<file path="src/rtl/flow_rr_scheduler_if.sv">
// Handshake bundle between the buffer write-commit/read logic and the packet scheduler.
// master = buffer side (commits, completions, enables); slave = scheduler.
interface flow_rr_scheduler_if #(
    parameter int FLOWS_W = 3
);
    localparam int NUM_FLOWS = 2**FLOWS_W;

    logic                 wr_pkt_done;
    logic [FLOWS_W-1:0]   wr_pkt_flow;
    logic [NUM_FLOWS-1:0] flow_en;
    logic                 rd_pkt_done;
    logic                 grant_valid;
    logic [FLOWS_W-1:0]   grant_flow;
    logic [NUM_FLOWS-1:0] pkt_pending;
    logic                 err_ovf;
    logic                 err_unexp;

    modport master (
        output wr_pkt_done, wr_pkt_flow, flow_en, rd_pkt_done,
        input  grant_valid, grant_flow, pkt_pending, err_ovf, err_unexp
    );

    modport slave (
        input  wr_pkt_done, wr_pkt_flow, flow_en, rd_pkt_done,
        output grant_valid, grant_flow, pkt_pending, err_ovf, err_unexp
    );
endinterface

</file>
<file path="src/rtl/flow_rr_scheduler.sv">
// Packet-atomic round-robin scheduler: per-flow committed-packet counters feeding
// a two-state arbiter that holds each grant until the packet's last beat is read.

module flow_rr_cnt #(
    parameter int CNT_W = 6
) (
    input  logic clk,
    input  logic rst,
    input  logic inc,
    input  logic dec,
    output logic pending,
    output logic ovf
);
    localparam logic [CNT_W-1:0] CNT_MAX = '1;

    logic [CNT_W-1:0] cnt;

    // A commit landing on a saturated count is dropped and flagged.
    assign ovf     = inc & ~dec & (cnt == CNT_MAX);
    assign pending = |cnt;

    always_ff @(posedge clk) begin
        if (rst) begin
            cnt <= '0;
        end else if (inc && !dec) begin
            if (cnt != CNT_MAX) cnt <= cnt + 1'b1;
        end else if (dec && !inc) begin
            cnt <= cnt - 1'b1;
        end
    end
endmodule

module flow_rr_scheduler #(
    parameter int FLOWS_W = 3,
    parameter int CNT_W   = 6
) (
    input logic                clk,
    input logic                rst,
    flow_rr_scheduler_if.slave bus
);
    localparam int NUM_FLOWS = 2**FLOWS_W;

    typedef enum logic {IDLE, BUSY} state_t;

    state_t               state;
    logic [FLOWS_W-1:0]   rr_ptr;
    logic [FLOWS_W-1:0]   grant_flow;
    logic                 grant_valid;
    logic                 err_ovf;
    logic                 err_unexp;
    logic [NUM_FLOWS-1:0] inc, dec, pend, ovf_v, eligible;
    logic [FLOWS_W-1:0]   pick, idx;
    logic                 found;
    logic                 grant_now;

    assign inc      = bus.wr_pkt_done ? (NUM_FLOWS'(1) << bus.wr_pkt_flow) : '0;
    assign dec      = grant_now ? (NUM_FLOWS'(1) << pick) : '0;
    assign eligible = pend & bus.flow_en;

    flow_rr_cnt #(.CNT_W(CNT_W)) u_cnt [NUM_FLOWS-1:0] (
        .clk     (clk),
        .rst     (rst),
        .inc     (inc),
        .dec     (dec),
        .pending (pend),
        .ovf     (ovf_v)
    );

    // Search starts just past the last-served flow; i == NUM_FLOWS wraps to rr_ptr itself.
    always_comb begin
        pick  = '0;
        found = 1'b0;
        idx   = '0;
        for (int i = 1; i <= NUM_FLOWS; i++) begin
            idx = rr_ptr + FLOWS_W'(i);
            if (!found && eligible[idx]) begin
                pick  = idx;
                found = 1'b1;
            end
        end
    end

    assign grant_now = (state == IDLE) && found;

    always_ff @(posedge clk) begin
        if (rst) begin
            state       <= IDLE;
            grant_valid <= 1'b0;
            grant_flow  <= '0;
            rr_ptr      <= '1;
            err_ovf     <= 1'b0;
            err_unexp   <= 1'b0;
        end else begin
            if (|ovf_v) err_ovf <= 1'b1;
            if (bus.rd_pkt_done && state == IDLE) err_unexp <= 1'b1;
            case (state)
                IDLE: if (found) begin
                    grant_flow  <= pick;
                    grant_valid <= 1'b1;
                    state       <= BUSY;
                end
                BUSY: if (bus.rd_pkt_done) begin
                    grant_valid <= 1'b0;
                    rr_ptr      <= grant_flow;
                    state       <= IDLE;
                end
                default: state <= IDLE;
            endcase
        end
    end

    assign bus.grant_valid = grant_valid;
    assign bus.grant_flow  = grant_flow;
    assign bus.pkt_pending = pend;
    assign bus.err_ovf     = err_ovf;
    assign bus.err_unexp   = err_unexp;
endmodule

</file>
<file path="src/flat_wrapper.sv">
// flat-port wrapper written by rule: the top's interface ports become plain ports
module flow_rr_scheduler_flat 
#(
    parameter int FLOWS_W = 3,
    parameter int CNT_W   = 6
)
  (clk, rst, bus_wr_pkt_done, bus_wr_pkt_flow, bus_flow_en, bus_rd_pkt_done, bus_grant_valid, bus_grant_flow, bus_pkt_pending, bus_err_ovf, bus_err_unexp);
  flow_rr_scheduler_if #(.FLOWS_W(FLOWS_W)) bus_i ();
  input logic clk;
  input logic rst;
  input wire logic [$bits(bus_i.wr_pkt_done)-1:0] bus_wr_pkt_done;
  input wire logic [$bits(bus_i.wr_pkt_flow)-1:0] bus_wr_pkt_flow;
  input wire logic [$bits(bus_i.flow_en)-1:0] bus_flow_en;
  input wire logic [$bits(bus_i.rd_pkt_done)-1:0] bus_rd_pkt_done;
  output wire logic [$bits(bus_i.grant_valid)-1:0] bus_grant_valid;
  output wire logic [$bits(bus_i.grant_flow)-1:0] bus_grant_flow;
  output wire logic [$bits(bus_i.pkt_pending)-1:0] bus_pkt_pending;
  output wire logic [$bits(bus_i.err_ovf)-1:0] bus_err_ovf;
  output wire logic [$bits(bus_i.err_unexp)-1:0] bus_err_unexp;
  assign bus_i.wr_pkt_done = bus_wr_pkt_done;
  assign bus_i.wr_pkt_flow = bus_wr_pkt_flow;
  assign bus_i.flow_en = bus_flow_en;
  assign bus_i.rd_pkt_done = bus_rd_pkt_done;
  assign bus_grant_valid = bus_i.grant_valid;
  assign bus_grant_flow = bus_i.grant_flow;
  assign bus_pkt_pending = bus_i.pkt_pending;
  assign bus_err_ovf = bus_i.err_ovf;
  assign bus_err_unexp = bus_i.err_unexp;
  flow_rr_scheduler #(.FLOWS_W(FLOWS_W), .CNT_W(CNT_W)) u_core (.clk(clk), .rst(rst), .bus(bus_i));
endmodule
</file>
<file path="config.mk">
export PLATFORM = sky130hd
export DESIGN_NAME = flow_rr_scheduler_flat
export DESIGN_NICKNAME = d
export VERILOG_FILES = /design/src/rtl/flow_rr_scheduler_if.sv /design/src/rtl/flow_rr_scheduler.sv /design/src/flat_wrapper.sv
export SDC_FILE = /design/constraint.sdc
export NUM_CORES = 1
export LEC_CHECK = 0
export CAP_MARGIN = 20
export CORE_ASPECT_RATIO = 0.75
export CORE_MARGIN = 2
export CORE_UTILIZATION = 50
export CTS_CLUSTER_DIAMETER = 60
export DETAILED_ROUTE_END_ITERATION = 16
export DONT_BUFFER_PORTS = 1
export PLACE_DENSITY_LB_ADDON = 0.05
export REMOVE_ABC_BUFFERS = 1
export SLEW_MARGIN = 20
export SYNTH_ARGS = -nofsm -noshare
export SYNTH_HDL_FRONTEND = slang
export SYNTH_SLANG_ARGS = --single-unit
</file>
<file path="constraint.sdc">
create_clock -name clk -period 7.1 [get_ports clk]
set_input_delay 1.42 -clock clk [delete_from_list [all_inputs] [get_ports clk]]
set_output_delay 1.42 -clock clk [all_outputs]
set_load 0.005 [all_outputs]
</file>
Word-level counts from Yosys, hierarchy flattened --
Cells that the tools add are included.
Word-level totals: register bits after elaboration 58, bits in latches 0, memory bits (writable) 0, memory bits (read-only) 0, input port bits 15, logic and storage cells 239, memories kept 0
Operators by class: add/sub/neg operators 23, $mul 0, divide/modulo/power cells 0, magnitude comparators 8, equal/unequal tests 26, shifts and indexed selects 2, multiplexer cells 64, bitwise operators 26, reductions and logical operators 76
Operators with widths (number):
- 6-bit two-way mux | 24
- 6-bit by 1-bit adder with 6-bit output (second input constant) | 8
- 6-bit equality test (second input constant) | 8
- 6-bit != test (second input constant) | 8
- 6-bit OR reduction | 8
- 6-bit by 1-bit subtractor with 6-bit output (second input constant) | 8
- 3-bit by 4-bit < comparator with 1-bit output (second input constant) | 8
- 1-bit logical AND | 25
- 1-bit binary-select mux with 3-bit select | 8
- 3-bit two-way mux | 8
- 1-bit zero test | 23
- 2-bit AND reduction | 11
- 1-bit two-way mux | 20
- 2-bit by 1-bit != test with 1-bit output (second input constant) | 9
- 1-bit bitwise AND | 16
- 8-bit two-way mux | 2
- 2-bit nonzero test | 8
- 1-bit by 3-bit << shifter with 8-bit output (first input constant) | 2
- 3-bit adder (second input constant) | 4
- 1-bit inverter | 9
- 8-bit bitwise AND | 1
- 8-bit OR reduction | 1
- 3-bit by 2-bit adder with 3-bit output (second input constant) | 2
- 1-bit case mux with 2 select lines | 2
- other kinds (2) | 2

Longest topological paths before layout --
word-level depth 32, gate-level depth with buffers 25, mapped depth without buffers 20

Hierarchy --
Synthesis repeated with hierarchy kept, for this count alone.
Second synthesis, totals: cell total of the unflattened synthesis 569, area, all modules 5003.5 µm²
Modules (own cells, without submodules):
- flow_rr_cnt | instances 8, cells each 47, area each 441.7 µm²
- flow_rr_scheduler | instances 1, cells each 193, area each 1470.2 µm²

Worst setup path before layout --
OpenSTA, ideal clock, no wires.
kind input-to-reg, from in bus_flow_en[1], to reg u_core.u_cnt[1].cnt[5], arrival time 5303 ps, data required time 6977 ps, slack 1674 ps, stages 17, path buffers 2, cell sequence nor2b_1 > a32o_1 > mux4_2 > o311ai_2 > nand4b_1 > a221oi_2 > nor3_2 > buf_6 > buf_2 > o21ai_0 > ha_1 > a21o_1 > a21oi_1 > o21bai_1 > a21oi_1 > mux2i_1 > mux2_1
Between the ends: cells in the longest elaborated chain, start to end 31, elaborated cells on any way between the ends 57, those cells by class 1 x eq/ne; 1 x shift; 34 x mux; 1 x bitwise; 20 x reduce/logical
RTL lines:
- start: declaration | line flat_wrapper.sv:13 | input wire logic [$bits(bus_i.flow_en)-1:0] bus_flow_en;
- 8-bit bitwise AND (*) | line flow_rr_scheduler.sv:58 | assign eligible = pend & bus.flow_en;
- 1-bit binary-select mux with 3-bit select | line flow_rr_scheduler.sv:76 | if (!found && eligible[idx]) begin
- 1-bit two-way mux (not written as such) | line flow_rr_scheduler.sv:76
- 1-bit two-way mux | line flow_rr_scheduler.sv:76
- 1-bit zero test | line flow_rr_scheduler.sv:76
- 1-bit logical AND | line flow_rr_scheduler.sv:76
- 1-bit two-way mux | line flow_rr_scheduler.sv:76
- 1-bit zero test | line flow_rr_scheduler.sv:76
- [... 15 more ...]
- 1-bit logical AND | line flow_rr_scheduler.sv:76
- 3-bit two-way mux / 1-bit two-way mux (equally long branches) | line flow_rr_scheduler.sv:76
- 1-bit by 3-bit << shifter with 8-bit output / 1-bit logical AND (equally long branches) | line flow_rr_scheduler.sv:57, flow_rr_scheduler.sv:83
- 8-bit two-way mux (*) | line flow_rr_scheduler.sv:57 | assign dec = grant_now ? (NUM_FLOWS'(1) << pick) : '0;
- 1-bit zero test | line flow_rr_scheduler.sv:25 | end else if (inc && !dec) begin
- 1-bit logical AND | line flow_rr_scheduler.sv:25
- 2-bit by 1-bit != test with 1-bit output (no line) / 2-bit nonzero test (equally long branches)
- 2-bit AND reduction (no line)
- end signal: assignment | line flow_rr_scheduler.sv:26 | if (cnt != CNT_MAX) cnt <= cnt + 1'b1;
- end signal: assignment | line flow_rr_scheduler.sv:28 | cnt <= cnt - 1'b1;
- end: declaration | line flow_rr_scheduler.sv:16 | logic [CNT_W-1:0] cnt;
Every way passes the cells marked *; elsewhere a longest branch is shown, timed or not. The select of a mux whose other input is x is not followed. A chain may end at the register's enable or synchronous reset.

Worst setup path in the final report --
from reg u_core.rr_ptr[1], to reg u_core.u_cnt[6].cnt[5]
Between the ends: cells in the longest elaborated chain, start to end 31, elaborated cells on any way between the ends 63, those cells by class 7 x add/sub; 1 x eq/ne; 1 x shift; 34 x mux; 20 x reduce/logical
RTL lines:
- start: declaration | line flow_rr_scheduler.sv:46 | logic [FLOWS_W-1:0] rr_ptr;
- start signal: assignment | line flow_rr_scheduler.sv:104 | rr_ptr <= grant_flow;
- 3-bit by 1-bit adder with 3-bit output | line flow_rr_scheduler.sv:75 | idx = rr_ptr + FLOWS_W'(i);
- 1-bit binary-select mux with 3-bit select | line flow_rr_scheduler.sv:76
- 1-bit two-way mux (not written as such) | line flow_rr_scheduler.sv:76
- 1-bit two-way mux | line flow_rr_scheduler.sv:76
- 1-bit zero test | line flow_rr_scheduler.sv:76
- 1-bit logical AND | line flow_rr_scheduler.sv:76
- 1-bit two-way mux | line flow_rr_scheduler.sv:76
- 1-bit zero test | line flow_rr_scheduler.sv:76
- [... 15 more ...]
- 1-bit logical AND | line flow_rr_scheduler.sv:76
- 3-bit two-way mux / 1-bit two-way mux (equally long branches) | line flow_rr_scheduler.sv:76
- 1-bit by 3-bit << shifter with 8-bit output / 1-bit logical AND (equally long branches) | line flow_rr_scheduler.sv:57, flow_rr_scheduler.sv:83
- 8-bit two-way mux (*) | line flow_rr_scheduler.sv:57
- 1-bit zero test | line flow_rr_scheduler.sv:25
- 1-bit logical AND | line flow_rr_scheduler.sv:25
- 2-bit by 1-bit != test with 1-bit output (no line) / 2-bit nonzero test (equally long branches)
- 2-bit AND reduction (no line)
- end signal: assignment | line flow_rr_scheduler.sv:26
- end signal: assignment | line flow_rr_scheduler.sv:28
- end: declaration | line flow_rr_scheduler.sv:16
Marks and branches as above.

==> impl_metrics.json <==
{
  "status": "finished, final reports clean",
  "diodes": 0,
  "rrSetupSlack_ps": 1000,
  "synth.cells.most_frequent": "dfxtp_1 (58), o21ai_0 (47), nor2_1 (43), a21oi_1 (42), nand2_1 (40)",
  "synthCells": 645,
  "grt_usage_pct": 24.2,
  "finClkSkew_ps": 3.23,
  "ys_types": 74,
  "synth_flop_cell": "dfxtp_1",
  "first_pass_iters": 5,
  "multi_input_area_sq_um": 3930,
  "crit_path_max_fanout": 20,
  "period_share_pct": 85.9,
  "cts_hold_buf": 0,
  "ys_warn_count": 0,
  "syn_to_final_growth_pct": 5.63,
  "clkSinkCount": 58,
  "wl_um": 13400,
  "slowest_delay_ps": 860,
  "synth.most_common_cell": "dfxtp_1",
  "gp_congestion": 0.886,
  "syn_area_sq_um": 5360,
  "min_from": "u_core.u_cnt[6].cnt[3]$_SDFFE_PP0P_",
  "grt_pass1_wl_um": 21800,
  "synth.top_cell.area_share_pct": 21.7,
  "ant_nets": 0,
  "final_max_slew_viol_count": 0,
  "reg2reg_depth": 17,
  "core_sq_um": 10400,
  "grt_overflow_total": 0,
  "clk_latency_ps": 330,
  "cts_root_buffer": "clkbuf_16",
  "syn_area_per_cell_sq_um": 8.30,
  "max_cap_violations": 0,
  "layout-drive-gt1-share_pct": 10.4,
  "die_area_sq_um": 11600,
  "path_class": "reg2reg",
  "regArea_sq_um": 1160,
  "fillCellCount": 984,
  "hold_violations": 0,
  "worstMarginPinSlew_ps": 950,
  "route.detailed.drc": 0,
  "hold_path.class": "reg2reg",
  "fmax_mhz": 164,
  "fin_nets": 689,
  "rsz0062_at_grt": "no",
  "holdWs_ps": 495,
  "grt_start_max_net_pins": 74,
  "slew_headroom_pct": 36.1,
  "antenna_found_initial": 0,
  "clockBufferDepth": 2,
  "synth_seq_cells": 58,
  "htreeDepth": 3,
  "synth_edf_count": 0,
  "cp.required_ps": 7320,
  "netlist_top_cells_area": "dfxtp_1 (22%), ha_1 (7.9%), o21ai_0 (4.4%)",
  "timing.rr.start": "u_core.rr_ptr[1]$_SDFFE_PP1P_",
  "setup.worst_path.end_class": "flip-flop",
  "path_cells": "buf_4 -> clkinv_1 -> ha_1 -> mux4_2 -> and2_1 -> a31oi_1 -> nand4_1 -> o21ai_0 -> ha_1 -> a21o_1 -> a21oi_1 -> nor2b_1 -> o21ai_0 -> nand2b_1 -> nor4_1 -> o21ai_0 -> nor3b_1",
  "crit_arrival_ps": 6310,
  "die_w_um": 124,
  "cp.buffers_inverters": 2,
  "cts-resized-gates": 0,
  "slowest_stage": "ha_1",
  "post_drt_wl_per_cell_um": 17.3,
  "rows": 32,
  "min_period_ps": 6100,
  "cp_common_cell": "o21ai_0",
  "dr_wl_met3_um": 919,
  "die_h_um": 93.6,
  "worstSetupStartpointType": "flip-flop",
  "numCtsBuffers": 9,
  "pin_count": 29,
  "route.met2.wl_um": 5950,
  "tns_ps": 0,
  "r2r_end": "u_core.u_cnt[6].cnt[5]$_SDFFE_PP0P_",
  "m1WireLength_um": 6410,
  "min_path_cells": 2,
  "cts_tree": "done",
  "path_clk_slew_ps": 50,
  "dp_hpwl_um": 10000,
  "yosys.area.top_type": "dfxtp_1",
  "start_util_pct": 51.7,
  "grt_pass1_vias": 4428,
  "portBuffers": 0,
  "whs_endpoint": "u_core.u_cnt[6].cnt[3]$_SDFFE_PP0P_",
  "top_layer": "met4",
  "drt_iter0_markers": 352,
  "crit_family": "compound AO/OA/AOI/OAI gates",
  "cts_setup_buffers": 0,
  "vias": 4891,
  "async_flop_share_pct": 0,
  "via_per_inst": 6.33,
  "ys_seq_area_share_pct": 21.7,
  "setup_violations": 0
}
[registers in the layout (all words and copies together), names as in the netlist]
name	cells
u_core.bus.err_ovf	1
u_core.rr_ptr	3
u_core.bus.err_unexp	1
u_core.bus.grant_valid	1
u_core.state	1
u_core.bus.grant_flow	3
u_core.u_cnt.cnt	48
[stage by stage]
stage | cells | setup slack [ps] | instance area (sq um) | utilization [%]
6_report | 773 | 1000 | 5660 | 54.6
3_3_place_gp | 757 | 1090 | 5390 | 52.0
5_1_grt | 773 | 449 | 5660 | 54.6
3_5_place_dp | 757 | 890 | 5390 | 52.0
4_1_cts | 773 | 1020 | 5660 | 54.6
2_1_floorplan | 615 | 1380 | 5180 | -
[placed cells by master (no fill, tap or decap), types with 7 or more instances in the layout]
| cell type | Yosys | layout |
|---|---|---|
| a211oi_1 | 11 | 11 |
| a21o_1 | 15 | 15 |
| a21oi_1 | 42 | 42 |
| a32o_1 | 8 | 8 |
| a32oi_1 | 8 | 8 |
| clkbuf_16 | 0 | 9 |
| dfxtp_1 | 58 | 58 |
| fa_1 | 8 | 8 |
| ha_1 | 34 | 34 |
| inv_1 | 19 | 19 |
| mux2i_1 | 7 | 7 |
| mux4_2 | 10 | 10 |
| nand2_1 | 40 | 40 |
| nand2b_1 | 14 | 14 |
| nand3_1 | 25 | 25 |
| nand4_1 | 7 | 7 |
| nor2_1 | 43 | 43 |
| nor2b_1 | 21 | 21 |
| nor3_1 | 37 | 37 |
| nor3b_1 | 10 | 10 |
| nor4_1 | 9 | 9 |
| o21ai_0 | 47 | 47 |
| o41ai_1 | 7 | 7 |
| xnor2_1 | 17 | 17 |
| xor2_1 | 10 | 10 |
[worst reg2reg max path, cell delays in order (launching register included)]
cell and delay, ps:
dfxtp_1 310, buf_4 190, clkinv_1 280, ha_1 860, mux4_2 700, and2_1 230
a31oi_1 620, nand4_1 480, o21ai_0 690, ha_1 360, a21o_1 180, a21oi_1 220
nor2b_1 70, o21ai_0 140, nand2b_1 90, nor4_1 260, o21ai_0 150, nor3b_1 150
[worst max-delay path by stage]
stage,end,depth (start not counted),start
final,u_core.u_cnt[6].cnt[5]$_SDFFE_PP0P_,17,u_core.rr_ptr[1]$_SDFFE_PP1P_
after global routing,u_core.u_cnt[6].cnt[5]$_SDFFE_PP0P_,17,u_core.rr_ptr[1]$_SDFFE_PP1P_
after CTS,u_core.u_cnt[6].cnt[5]$_SDFFE_PP0P_,17,u_core.rr_ptr[1]$_SDFFE_PP1P_
after detailed placement,u_core.u_cnt[6].cnt[5]$_SDFFE_PP0P_,16,bus_flow_en[6]
after global placement,u_core.u_cnt[6].cnt[5]$_SDFFE_PP0P_,16,bus_flow_en[6]
after floorplan,u_core.u_cnt[1].cnt[5]$_SDFFE_PP0P_,15,bus_flow_en[6]
[cells by family after synthesis]
| logic type | synth area share [%] |
|---|---|
| mux | 6.35 |
| simple gates | 25.3 |
| buf+inv | 4.88 |
| fa+ha+maj | 10.9 |
| xor+xnor | 4.41 |
| flops | 21.7 |
| compound gates | 26.5 |
[layer usage]
layer | vias to the layer above | GRT usage (%)
li1 | 2432 | -
met2 | 141 | 37.3
met1 | 2305 | 34.4
met5 | - | 0
met4 | 0 | 5.97
met3 | 13 | 4.88
[final cells by class]
cell class,count,share of cell area (%)
Multi-Input combinational cell,535,69.5
Sequential cell,58,20.5
Clock buffer,13,4.42
Tap cell,136,3.01
Inverter,22,1.46
Timing Repair Buffer,6,0.796
Clock inverter,3,0.265
Power is not shown: default switching activity piles up to over one toggle a cycle in this logic, so the estimate is an artifact.
